`src/rtl/fir_tap_filter_if.sv`:
```
// Tap-stream, sample and result signals of fir_tap_filter.
// The master side drives coefficients and samples. The slave side is the filter.
interface fir_tap_filter_if #(
    parameter int COEFF_W  = 16,
    parameter int SAMPLE_W = 16
);
    logic [COEFF_W-1:0]  tapcoeff;
    logic [7:0]          tapnum;
    logic                tap_valid;
    logic [SAMPLE_W-1:0] sample_in;
    logic                sample_valid;
    logic                sample_ready;
    logic [SAMPLE_W-1:0] filt_out;
    logic                filt_valid;
    logic                coeff_loaded;

    modport master (
        output tapcoeff, tapnum, tap_valid, sample_in, sample_valid,
        input  sample_ready, filt_out, filt_valid, coeff_loaded
    );

    modport slave (
        input  tapcoeff, tapnum, tap_valid, sample_in, sample_valid,
        output sample_ready, filt_out, filt_valid, coeff_loaded
    );
endinterface

```
`src/rtl/fir_tap_filter.sv`:
```
// Sequential MAC FIR filter: one tap per clock over a NTAPS-deep delay line.
// Coefficients arrive serially into a shadow bank and are copied to the active bank on each sample accept.
module fir_tap_filter #(
    parameter int NTAPS    = 4,
    parameter int COEFF_W  = 16,
    parameter int SAMPLE_W = 16,
    parameter int ACC_W    = 40
) (
    input  logic            clk,
    input  logic            reset,
    fir_tap_filter_if.slave bus
);
    localparam int KW = (NTAPS > 1) ? $clog2(NTAPS) : 1;
    localparam int PW = COEFF_W + SAMPLE_W;
    localparam int SH = COEFF_W - 1;

    typedef enum logic [1:0] {S_IDLE, S_MAC, S_DONE} state_t;

    state_t              state_q, state_d;
    logic [COEFF_W-1:0]  shadow_q [NTAPS];
    logic [COEFF_W-1:0]  shadow_d [NTAPS];
    logic [COEFF_W-1:0]  active_q [NTAPS];
    logic [COEFF_W-1:0]  active_d [NTAPS];
    logic [SAMPLE_W-1:0] x_q [NTAPS];
    logic [SAMPLE_W-1:0] x_d [NTAPS];
    logic [NTAPS-1:0]    mask_q, mask_d;
    logic signed [ACC_W-1:0] acc_q, acc_d;
    logic [KW-1:0]       k_q, k_d;
    logic [SAMPLE_W-1:0] filt_out_q, filt_out_d;
    logic                filt_valid_q, filt_valid_d;

    logic                loaded, ready, accept, tap_hit;
    logic signed [PW-1:0]    a_ext, x_ext, prod;
    logic signed [ACC_W-1:0] shifted;
    logic [ACC_W-SAMPLE_W:0] upper;
    logic [SAMPLE_W-1:0]     sat;

    assign loaded           = &mask_q;
    assign ready            = (state_q == S_IDLE) && loaded;
    assign bus.sample_ready = ready;
    assign bus.coeff_loaded = loaded;
    assign bus.filt_out     = filt_out_q;
    assign bus.filt_valid   = filt_valid_q;

    always_comb begin
        state_d      = state_q;
        shadow_d     = shadow_q;
        active_d     = active_q;
        x_d          = x_q;
        mask_d       = mask_q;
        acc_d        = acc_q;
        k_d          = k_q;
        filt_out_d   = filt_out_q;
        filt_valid_d = 1'b0;

        accept  = ready && bus.sample_valid;
        tap_hit = bus.tap_valid && ({1'b0, bus.tapnum} < 9'(NTAPS));

        a_ext = {{SAMPLE_W{active_q[k_q][COEFF_W-1]}}, active_q[k_q]};
        x_ext = {{COEFF_W{x_q[k_q][SAMPLE_W-1]}}, x_q[k_q]};
        prod  = a_ext * x_ext;

        // Clamp when the bits above the output sign are not a pure sign extension.
        shifted = acc_q >>> SH;
        upper   = shifted[ACC_W-1:SAMPLE_W-1];
        if ((&upper) || !(|upper))
            sat = shifted[SAMPLE_W-1:0];
        else if (shifted[ACC_W-1])
            sat = {1'b1, {(SAMPLE_W-1){1'b0}}};
        else
            sat = {1'b0, {(SAMPLE_W-1){1'b1}}};

        if (tap_hit) begin
            shadow_d[bus.tapnum[KW-1:0]] = bus.tapcoeff;
            mask_d[bus.tapnum[KW-1:0]]   = 1'b1;
        end

        case (state_q)
            S_IDLE: begin
                if (accept) begin
                    // shadow_q is the pre-edge bank, so a same-edge write waits for the next sample
                    x_d[0] = bus.sample_in;
                    for (int unsigned i = 1; i < NTAPS; i++)
                        x_d[i] = x_q[i-1];
                    for (int unsigned i = 0; i < NTAPS; i++)
                        active_d[i] = shadow_q[i];
                    acc_d   = '0;
                    k_d     = '0;
                    state_d = S_MAC;
                end
            end
            S_MAC: begin
                acc_d = acc_q + {{(ACC_W-PW){prod[PW-1]}}, prod};
                k_d   = k_q + KW'(1);
                if (k_q == KW'(NTAPS-1))
                    state_d = S_DONE;
            end
            S_DONE: begin
                filt_out_d   = sat;
                filt_valid_d = 1'b1;
                state_d      = S_IDLE;
            end
            default: state_d = S_IDLE;
        endcase
    end

    always_ff @(posedge clk or negedge reset) begin
        if (!reset) begin
            state_q      <= S_IDLE;
            mask_q       <= '0;
            acc_q        <= '0;
            k_q          <= '0;
            filt_out_q   <= '0;
            filt_valid_q <= 1'b0;
            for (int unsigned i = 0; i < NTAPS; i++) begin
                shadow_q[i] <= '0;
                active_q[i] <= '0;
                x_q[i]      <= '0;
            end
        end else begin
            state_q      <= state_d;
            mask_q       <= mask_d;
            acc_q        <= acc_d;
            k_q          <= k_d;
            filt_out_q   <= filt_out_d;
            filt_valid_q <= filt_valid_d;
            for (int unsigned i = 0; i < NTAPS; i++) begin
                shadow_q[i] <= shadow_d[i];
                active_q[i] <= active_d[i];
                x_q[i]      <= x_d[i];
            end
        end
    end
endmodule

```
`src/flat_wrapper.sv`:
```
// flat-port wrapper written by rule: the top's interface ports become plain ports
module fir_tap_filter_flat 
#(
    parameter int NTAPS    = 4,
    parameter int COEFF_W  = 16,
    parameter int SAMPLE_W = 16,
    parameter int ACC_W    = 40
)
  (clk, reset, bus_tapcoeff, bus_tapnum, bus_tap_valid, bus_sample_in, bus_sample_valid, bus_sample_ready, bus_filt_out, bus_filt_valid, bus_coeff_loaded);
  fir_tap_filter_if #(.COEFF_W(COEFF_W), .SAMPLE_W(SAMPLE_W)) bus_i ();
  input  logic clk;
  input  logic reset;
  input wire logic [$bits(bus_i.tapcoeff)-1:0] bus_tapcoeff;
  input wire logic [$bits(bus_i.tapnum)-1:0] bus_tapnum;
  input wire logic [$bits(bus_i.tap_valid)-1:0] bus_tap_valid;
  input wire logic [$bits(bus_i.sample_in)-1:0] bus_sample_in;
  input wire logic [$bits(bus_i.sample_valid)-1:0] bus_sample_valid;
  output wire logic [$bits(bus_i.sample_ready)-1:0] bus_sample_ready;
  output wire logic [$bits(bus_i.filt_out)-1:0] bus_filt_out;
  output wire logic [$bits(bus_i.filt_valid)-1:0] bus_filt_valid;
  output wire logic [$bits(bus_i.coeff_loaded)-1:0] bus_coeff_loaded;
  assign bus_i.tapcoeff = bus_tapcoeff;
  assign bus_i.tapnum = bus_tapnum;
  assign bus_i.tap_valid = bus_tap_valid;
  assign bus_i.sample_in = bus_sample_in;
  assign bus_i.sample_valid = bus_sample_valid;
  assign bus_sample_ready = bus_i.sample_ready;
  assign bus_filt_out = bus_i.filt_out;
  assign bus_filt_valid = bus_i.filt_valid;
  assign bus_coeff_loaded = bus_i.coeff_loaded;
  fir_tap_filter #(.NTAPS(NTAPS), .COEFF_W(COEFF_W), .SAMPLE_W(SAMPLE_W), .ACC_W(ACC_W)) u_core (.clk(clk), .reset(reset), .bus(bus_i));
endmodule
```
`config.mk`:
```
export PLATFORM = sky130hd
export DESIGN_NAME = fir_tap_filter_flat
export DESIGN_NICKNAME = d
export VERILOG_FILES = /design/src/rtl/fir_tap_filter_if.sv /design/src/rtl/fir_tap_filter.sv /design/src/flat_wrapper.sv
export SDC_FILE = /design/constraint.sdc
export NUM_CORES = 1
export LEC_CHECK = 0
export ABC_CLOCK_PERIOD_IN_PS = 12900
export CORE_UTILIZATION = 65
export CTS_BUF_LIST = sky130_fd_sc_hd__clkbuf_8
export DETAILED_ROUTE_END_ITERATION = 6
export PLACE_DENSITY = 0.94
export SLEW_MARGIN = 20
export SYNTH_ARGS = -nofsm -noshare
export SYNTH_HDL_FRONTEND = slang
export SYNTH_SLANG_ARGS = --single-unit
```
`constraint.sdc`:
```
create_clock -name clk -period 12.9 [get_ports clk]
set_input_delay 1.935 -clock clk [delete_from_list [all_inputs] [get_ports clk]]
set_output_delay 1.935 -clock clk [all_outputs]
set_load 0.02 [all_outputs]
```
### Word level (Yosys, flattened, before mapping)

Cells that the tools add are included.

| storage, ports and cells | value |
|---|---|
| input port bits | 44 |
| word-level logic and storage cells | 71 |
| bits in registers | 257 |
| output and inout bits | 19 |

| operators by class | value |
|---|---|
| reduce and logical (&&, ||, !) cells | 15 |
| multiply operators | 1 |
| add/subtract/negate cells | 2 |
| eq/ne operators | 5 |
| bitwise gates (word level) | 3 |
| $lt $le $gt $ge | 6 |
| mux-type cells | 21 |

Operators with widths:

| operator | count |
|---|---|
| 16-bit two-way mux | 7 |
| 40-bit one-hot mux with 2 select lines | 1 |
| 16-bit binary-select mux with 2-bit select | 2 |
| 64-bit bitwise mux | 1 |
| 40-bit adder | 1 |
| 40-bit two-way mux | 1 |
| 16-bit demux with 2-bit select | 1 |
| 16-bit by 16-bit multiplier with 32-bit output | 1 |
| 10-bit AND reduction | 1 |
| 10-bit OR reduction | 1 |
| 8-bit by 3-bit less-than comparator with 1-bit output, second input constant | 1 |
| 2-bit one-hot mux with 2 select lines | 2 |
| 3-bit >= comparator, second input constant | 2 |
| 2-bit two-way mux | 3 |
| 2-bit inverter with 3-bit output | 2 |
| 2-bit AND reduction | 3 |
| 1-bit logical AND | 5 |
| 2-bit == test, second input constant | 2 |
| 2-bit by 1-bit != test with 1-bit output, second input constant | 2 |
| 4-bit OR | 1 |
| 4-bit AND reduction | 1 |
| 2-bit by 3-bit less-than comparator with 1-bit output, second input constant | 1 |
| 3-bit by 1-bit less-than comparator with 1-bit output, second input constant | 1 |
| 2-bit by 1-bit adder with 2-bit output, second input constant | 1 |
| 8 further kinds | 9 |

### Logic depth before layout (Yosys ltp)

| logic depth | value |
|---|---|
| word-level depth | 7 |
| mapped depth | 42 |
| depth with buffers taken out | 38 |

### Worst setup path after synthesis

Ideal clock, no wire load.

| timing path | value |
|---|---|
| path type | reg2reg |
| from | reg u_core.k_q[0] |
| to | reg u_core.acc_q[39] |
| arrival | 9297 ps |
| required time | 12817 ps |
| slack | 3520 ps |
| stages on the path, launching flop included | 39 |
| setup time | 83 ps |
| period minus slack after synthesis | 9380 ps |
| path buffers | 3 |
| cells stage by stage | dfrtp_1 > clkbuf_1 > clkbuf_1 > buf_1 > mux2_2 > o21ai_1 > nor2_1 > fa_1 > inv_1 > fa_1 > inv_1 > fa_1 > fa_1 > fa_1 > inv_1 > fa_1 > inv_1 > ha_1 > [3 not listed] > o21ai_0 > nand3_1 > a31oi_1 > or4_1 > a31o_1 > a21oi_2 > xnor2_1 > ha_1 > a21o_1 > a21o_1 > a21oi_1 > nor2b_1 > a311oi_1 > a21bo_2 > a211oi_1 > xor2_1 > or3_1 > o21ai_0 |

| between the ends | value |
|---|---|
| word-level cells in the longest chain between the ends | 7 |

Ends and longest elaborated chain:

| what | RTL line | RTL |
|---|---|---|
| from (decl) | fir_tap_filter.sv:28 | `logic [KW-1:0] k_q, k_d;` |
| from (signal assigned) | fir_tap_filter.sv:124 | `k_q <= k_d;` |
| 2-bit inverter with 3-bit output (not written as such) (*) | fir_tap_filter.sv:59, fir_tap_filter.sv:60 |  |
| 16-bit binary-select mux with 2-bit select (on tied branches) | fir_tap_filter.sv:59, fir_tap_filter.sv:60 |  |
| 16-bit two-way mux (on tied branches) (2 in series) | fir_tap_filter.sv:59, fir_tap_filter.sv:60 |  |
| 16-bit by 16-bit multiplier with 32-bit output (*) | fir_tap_filter.sv:61 | `prod = a_ext * x_ext;` |
| 40-bit adder (*) | fir_tap_filter.sv:93 | `acc_d = acc_q + {{(ACC_W-PW){prod[PW-1]}}, prod};` |
| 40-bit one-hot mux with 2 select lines (*) | fir_tap_filter.sv:78 | `case (state_q)` |
| to (signal assigned) | fir_tap_filter.sv:111 | `acc_q <= '0;` |
| to (signal assigned) | fir_tap_filter.sv:123 | `acc_q <= acc_d;` |
| to (decl) | fir_tap_filter.sv:27 | `logic signed [ACC_W-1:0] acc_q, acc_d;` |

Every way passes the cells marked *; elsewhere a longest branch is shown, timed or not. The select of a mux whose other input is x is not followed.
A chain may end at the register's enable or synchronous reset.

### Worst setup path in the final report

Ends and elaborated chain as after synthesis.

==> metrics.txt <==
# TYPE chip_impl_metric gauge
chip_impl_metric{name="cts_max_path_buffers",unit=""} 3
chip_impl_info{name="ys.flop_type",value="sky130_fd_sc_hd__dfrtp_1"} 1
chip_impl_metric{name="clkSinkCount",unit=""} 257
chip_impl_metric{name="gpl.final_weighted_congestion",unit=""} 0.975
chip_impl_metric{name="timing.final.max_slew_violations",unit=""} 0
chip_impl_metric{name="drt_pass1_iterations",unit=""} 6
chip_impl_metric{name="post_synthesis_cell_area",unit="sq um"} 22300
chip_impl_metric{name="max_freq",unit="GHz"} 0.0912
chip_impl_metric{name="port_buffers",unit=""} 62
chip_impl_metric{name="fp-row-count",unit=""} 67
chip_impl_metric{name="critical_path_required",unit="ns"} 13.44
chip_impl_metric{name="grt_pass1_wl",unit="um"} 94700
chip_impl_metric{name="grt_overflow_total",unit=""} 0
chip_impl_metric{name="synth.yosys.seq_area_share",unit="%"} 28.8
chip_impl_metric{name="core-area",unit="sq um"} 33600
chip_impl_metric{name="via_count",unit=""} 17730
chip_impl_metric{name="final_cell_area",unit="sq um"} 24200
chip_impl_metric{name="grt_pass1_vias",unit=""} 18738
chip_impl_metric{name="final_net_count",unit=""} 2867
chip_impl_info{name="ctsRootBufferMaster",value="sky130_fd_sc_hd__clkbuf_8"} 1
chip_impl_metric{name="drt_drc_violations_left",unit=""} 0
chip_impl_metric{name="ctsHoldBuffers",unit=""} 0
chip_impl_metric{name="p_leak",unit="nW"} 12.7
chip_impl_metric{name="dp_slack",unit="ns"} 2.19
chip_impl_metric{name="finalHoldViolCount",unit=""} 0
chip_impl_metric{name="synth_fp_nets",unit=""} 2842
chip_impl_metric{name="avgViaCountPerCell",unit=""} 6.09
chip_impl_metric{name="number_of_enable_type_register_cells_in_the_synthesized_netlist",unit=""} 0
chip_impl_metric{name="placedInstanceArea",unit="sq um"} 23300
chip_impl_metric{name="grt_util_all_layers",unit="%"} 34.1
chip_impl_metric{name="power",unit="W"} 0.00165
chip_impl_metric{name="cts-buffers-inserted",unit=""} 43
chip_impl_metric{name="timing.setup.tns",unit="ns"} 0
chip_impl_metric{name="routed_wirelength",unit="um"} 57800
chip_impl_metric{name="max_slew.worst_pin.slew",unit="ns"} 1.11
chip_impl_metric{name="post_synth.cell_area_avg",unit="sq um"} 9.25
chip_impl_metric{name="antennaDiodeCount",unit=""} 0
chip_impl_metric{name="synthDistinctLibCells",unit=""} 64
chip_impl_metric{name="cell_count_after_synthesis",unit=""} 2411
chip_impl_metric{name="cts.repair_timing.setup_buffer_count",unit=""} 0
chip_impl_info{name="setup.worst_path.class",value="register to register"} 1
chip_impl_metric{name="power.ir.vdd_worst",unit="mV"} 0.0998
chip_impl_metric{name="fraction_of_layout_cells_with_a_size_suffix_above_1",unit="%"} 8.28
chip_impl_info{name="timing.critical_path.to_type",value="register"} 1
chip_impl_metric{name="cts.htree.levels",unit=""} 2
chip_impl_metric{name="io_pins",unit=""} 63
chip_impl_metric{name="finalClockSkew",unit="ns"} 0.0322
chip_impl_metric{name="worst_hold_slack_across_all_endpoints",unit="ns"} 0.458
chip_impl_metric{name="full_die_area",unit="sq um"} 35100
chip_impl_metric{name="critical_path.max_stage_delay",unit="ns"} 0.99
chip_impl_info{name="critPathSlowestCell",value="sky130_fd_sc_hd__fa_1"} 1
chip_impl_metric{name="drtAntennaViolNets",unit=""} 0
chip_impl_metric{name="asyncSetResetFlopFracSynth",unit="%"} 100
chip_impl_metric{name="buffering_stage_count_on_the_worst_path_with_inverters_included",unit=""} 4
chip_impl_metric{name="finalCritPeriodShare",unit="%"} 85.0
chip_impl_metric{name="flop_and_latch_count_out_of_synthesis",unit=""} 257
chip_impl_info{name="crit_path_frequent_cell",value="sky130_fd_sc_hd__fa_1"} 1
chip_impl_metric{name="crit_path_arrival_time",unit="ns"} 11.50
chip_impl_metric{name="detail_route.iter0.violations",unit=""} 1664
chip_impl_metric{name="wl_per_cell",unit="um"} 19.8
chip_impl_metric{name="antenna_found_initial",unit=""} 0
chip_impl_info{name="top_cell_family_by_delay_on_the_critical_path",value="adder cells"} 1
chip_impl_metric{name="die_height",unit="um"} 187
chip_impl_metric{name="ff2ff_setup_slack",unit="ns"} 1.94
chip_impl_info{name="rsz_0062_raised_after_global_routing",value="no"} 1
chip_impl_metric{name="setup-violations-final",unit=""} 0
chip_impl_metric{name="slew_hr",unit="%"} 25.6
chip_impl_metric{name="timing.final.crit_period",unit="ns"} 10.96
chip_impl_info{name="cp-start-kind",value="register"} 1
chip_impl_info{name="hold_path_class",value="register to register"} 1
chip_impl_metric{name="max-cap-violations",unit=""} 0
chip_impl_metric{name="power_density",unit="nW/um^2"} 68.3
chip_impl_metric{name="floorplan.initialDensity",unit="%"} 66.4
chip_impl_info{name="run_status",value="complete, no violations"} 1
chip_impl_metric{name="die_w",unit="um"} 187
chip_impl_info{name="tritoncts",value="built"} 1
chip_impl_metric{name="largest_net_degree_at_the_start_of_global_routing",unit=""} 103
chip_impl_metric{name="post_cts_resize_count",unit=""} 0
chip_impl_metric{name="synthToLayoutAreaGrowth",unit="%"} 8.40
chip_impl_metric{name="critPathMaxFanout",unit=""} 32
chip_impl_metric{name="synth-warning-count",unit=""} 0
chip_impl_metric{name="layout_setup_ws",unit="ns"} 1.94
chip_impl_metric{name="cts.reportedPaths.clkPinSlew",unit="ns"} 0.06
chip_impl_metric{name="clkLatencyLatePin",unit="ns"} 0.62
chip_impl_metric{name="detailed_place_hpwl",unit="um"} 42400
sequential cells by signal (all words and copies together), names as in the netlist:
name and flops:
u_core.acc_q 40, u_core.active_q 64, u_core.bus.filt_out 16, u_core.bus.filt_valid 1
u_core.k_q 2, u_core.mask_q 4, u_core.shadow_q 64, u_core.state_q 2
u_core.x_q 64
logic make-up (layout without fill, tap and decap cells):
group | Yosys count | after routing | synth area share (%)
AND/OR/NAND/NOR | 882 | 882 | 16.5
buffers and inverters | 408 | 462 | 6.89
adder cells (fa/ha/maj) | 387 | 387 | 30.6
AO/OA/AOI/OAI | 285 | 285 | 8.05
flip-flops | 257 | 257 | 28.8
multiplexers | 123 | 123 | 6.41
XOR/XNOR | 69 | 69 | 2.71
synthesized netlist by cell type, drive strengths merged (3+ instances only):
master  number  area, sq um
nor2       147          552
inv        311         1170
a211o        3         26.3
nand4        7         43.8
or2          4         25.0
o21ai      125          629
nor2b       13         81.3
a311o        3         30.0
nand2b      21          131
buf         11         46.3
o21a        26          195
mux4         7          158
a21o        29          218
o311ai       3         26.3
ha         124         1550
and3        13         81.3
or3          5         31.3
o211ai       3         22.5
nand2      568         2130
mux2i       27          270
and2        29          183
mux2        89         1000
xnor2       48          420
a21oi       45          233
nand3b       5         37.5
and4         4         35.0
a211oi       4         35.0
a221o        3         30.0
a31o         4         35.0
nand3       45          225
o31ai        4         35.0
nor3b        4         30.0
nor3         9         45.0
o21bai      11         82.6
a31oi        8         50.1
xor2        21          184
nor4         4         25.0
clkbuf      86          323
fa         263         5270
dfrtp      257         6430
stage by stage:
| step | instances | utilization (%) |
|---|---|---|
| CTS | 2913 | 71.9 |
| detailed placement | 2839 | 69.2 |
| floorplan | 2411 | - |
| global route | 2913 | 71.9 |
| global placement | 2839 | 69.2 |
| finish | 2913 | 71.9 |
worst paths after layout:
kind | from | end | cells past startpoint
worst min-delay path | u_core.mask_q[2]$_DFFE_PN0P_ | u_core.mask_q[2]$_DFFE_PN0P_ | 1
worst min register to register | u_core.mask_q[2]$_DFFE_PN0P_ | u_core.mask_q[2]$_DFFE_PN0P_ | 1
worst max register to register | u_core.k_q[0]$_DFFE_PN0P_ | u_core.acc_q[39]$_DFFE_PN0P_ | 29
worst max-delay path | u_core.k_q[0]$_DFFE_PN0P_ | u_core.acc_q[39]$_DFFE_PN0P_ | 29
max in group asynchronous | reset | u_core.active_q[13]$_DFFE_PN0P_ | 3
min in group asynchronous | reset | u_core.active_q[12]$_DFFE_PN0P_ | 1
area by class of cell:
class	count	area [sq um]
Multi-Input combinational cell	1746	14400
Fill cell	2240	9440
Sequential cell	257	6430
Inverter	311	1170
Clock buffer	58	798
Timing Repair Buffer	77	742
Tap cell	448	561
Clock inverter	16	105
metal layers:
metal  global-route usage, %  wire, um
met1                    42.8     21700
met2                    57.3     28800
met3                    6.92      4700
met4                    15.3      2630
met5                       0         0
where the power goes:
| part | switching (W) | internal [W] |
|---|---|---|
| Clock | 0.000339 | 0.000420 |
| Sequential | 0.00000820 | 0.000819 |
| Combinational | 0.0000362 | 0.0000283 |
| Total | 0.000384 | 0.00127 |
cells in the final DEF, fill, tap and decap left out, types with 7 or more instances in the layout:
cell	instances
sky130_fd_sc_hd__nand2_1	567
sky130_fd_sc_hd__inv_1	319
sky130_fd_sc_hd__fa_1	263
sky130_fd_sc_hd__dfrtp_1	255
sky130_fd_sc_hd__nor2_1	147
sky130_fd_sc_hd__ha_1	124
sky130_fd_sc_hd__o21ai_0	95
sky130_fd_sc_hd__mux2_2	89
sky130_fd_sc_hd__clkdlybuf4s50_1	61
sky130_fd_sc_hd__clkbuf_8	58
sky130_fd_sc_hd__xnor2_1	48
sky130_fd_sc_hd__nand3_1	45
sky130_fd_sc_hd__a21oi_1	43
sky130_fd_sc_hd__a21o_1	29
sky130_fd_sc_hd__mux2i_1	27
sky130_fd_sc_hd__and2_1	27
sky130_fd_sc_hd__o21ai_1	26
sky130_fd_sc_hd__o21a_1	26
sky130_fd_sc_hd__xor2_1	21
sky130_fd_sc_hd__nand2b_1	20
sky130_fd_sc_hd__buf_4	14
sky130_fd_sc_hd__nor2b_1	13
sky130_fd_sc_hd__and3_1	13
sky130_fd_sc_hd__o21bai_1	11
sky130_fd_sc_hd__nor3_1	9
sky130_fd_sc_hd__mux4_2	7
sky130_fd_sc_hd__nand4_1	7
sky130_fd_sc_hd__a31oi_1	7
Note: power is estimated with default switching activity, not from simulation.
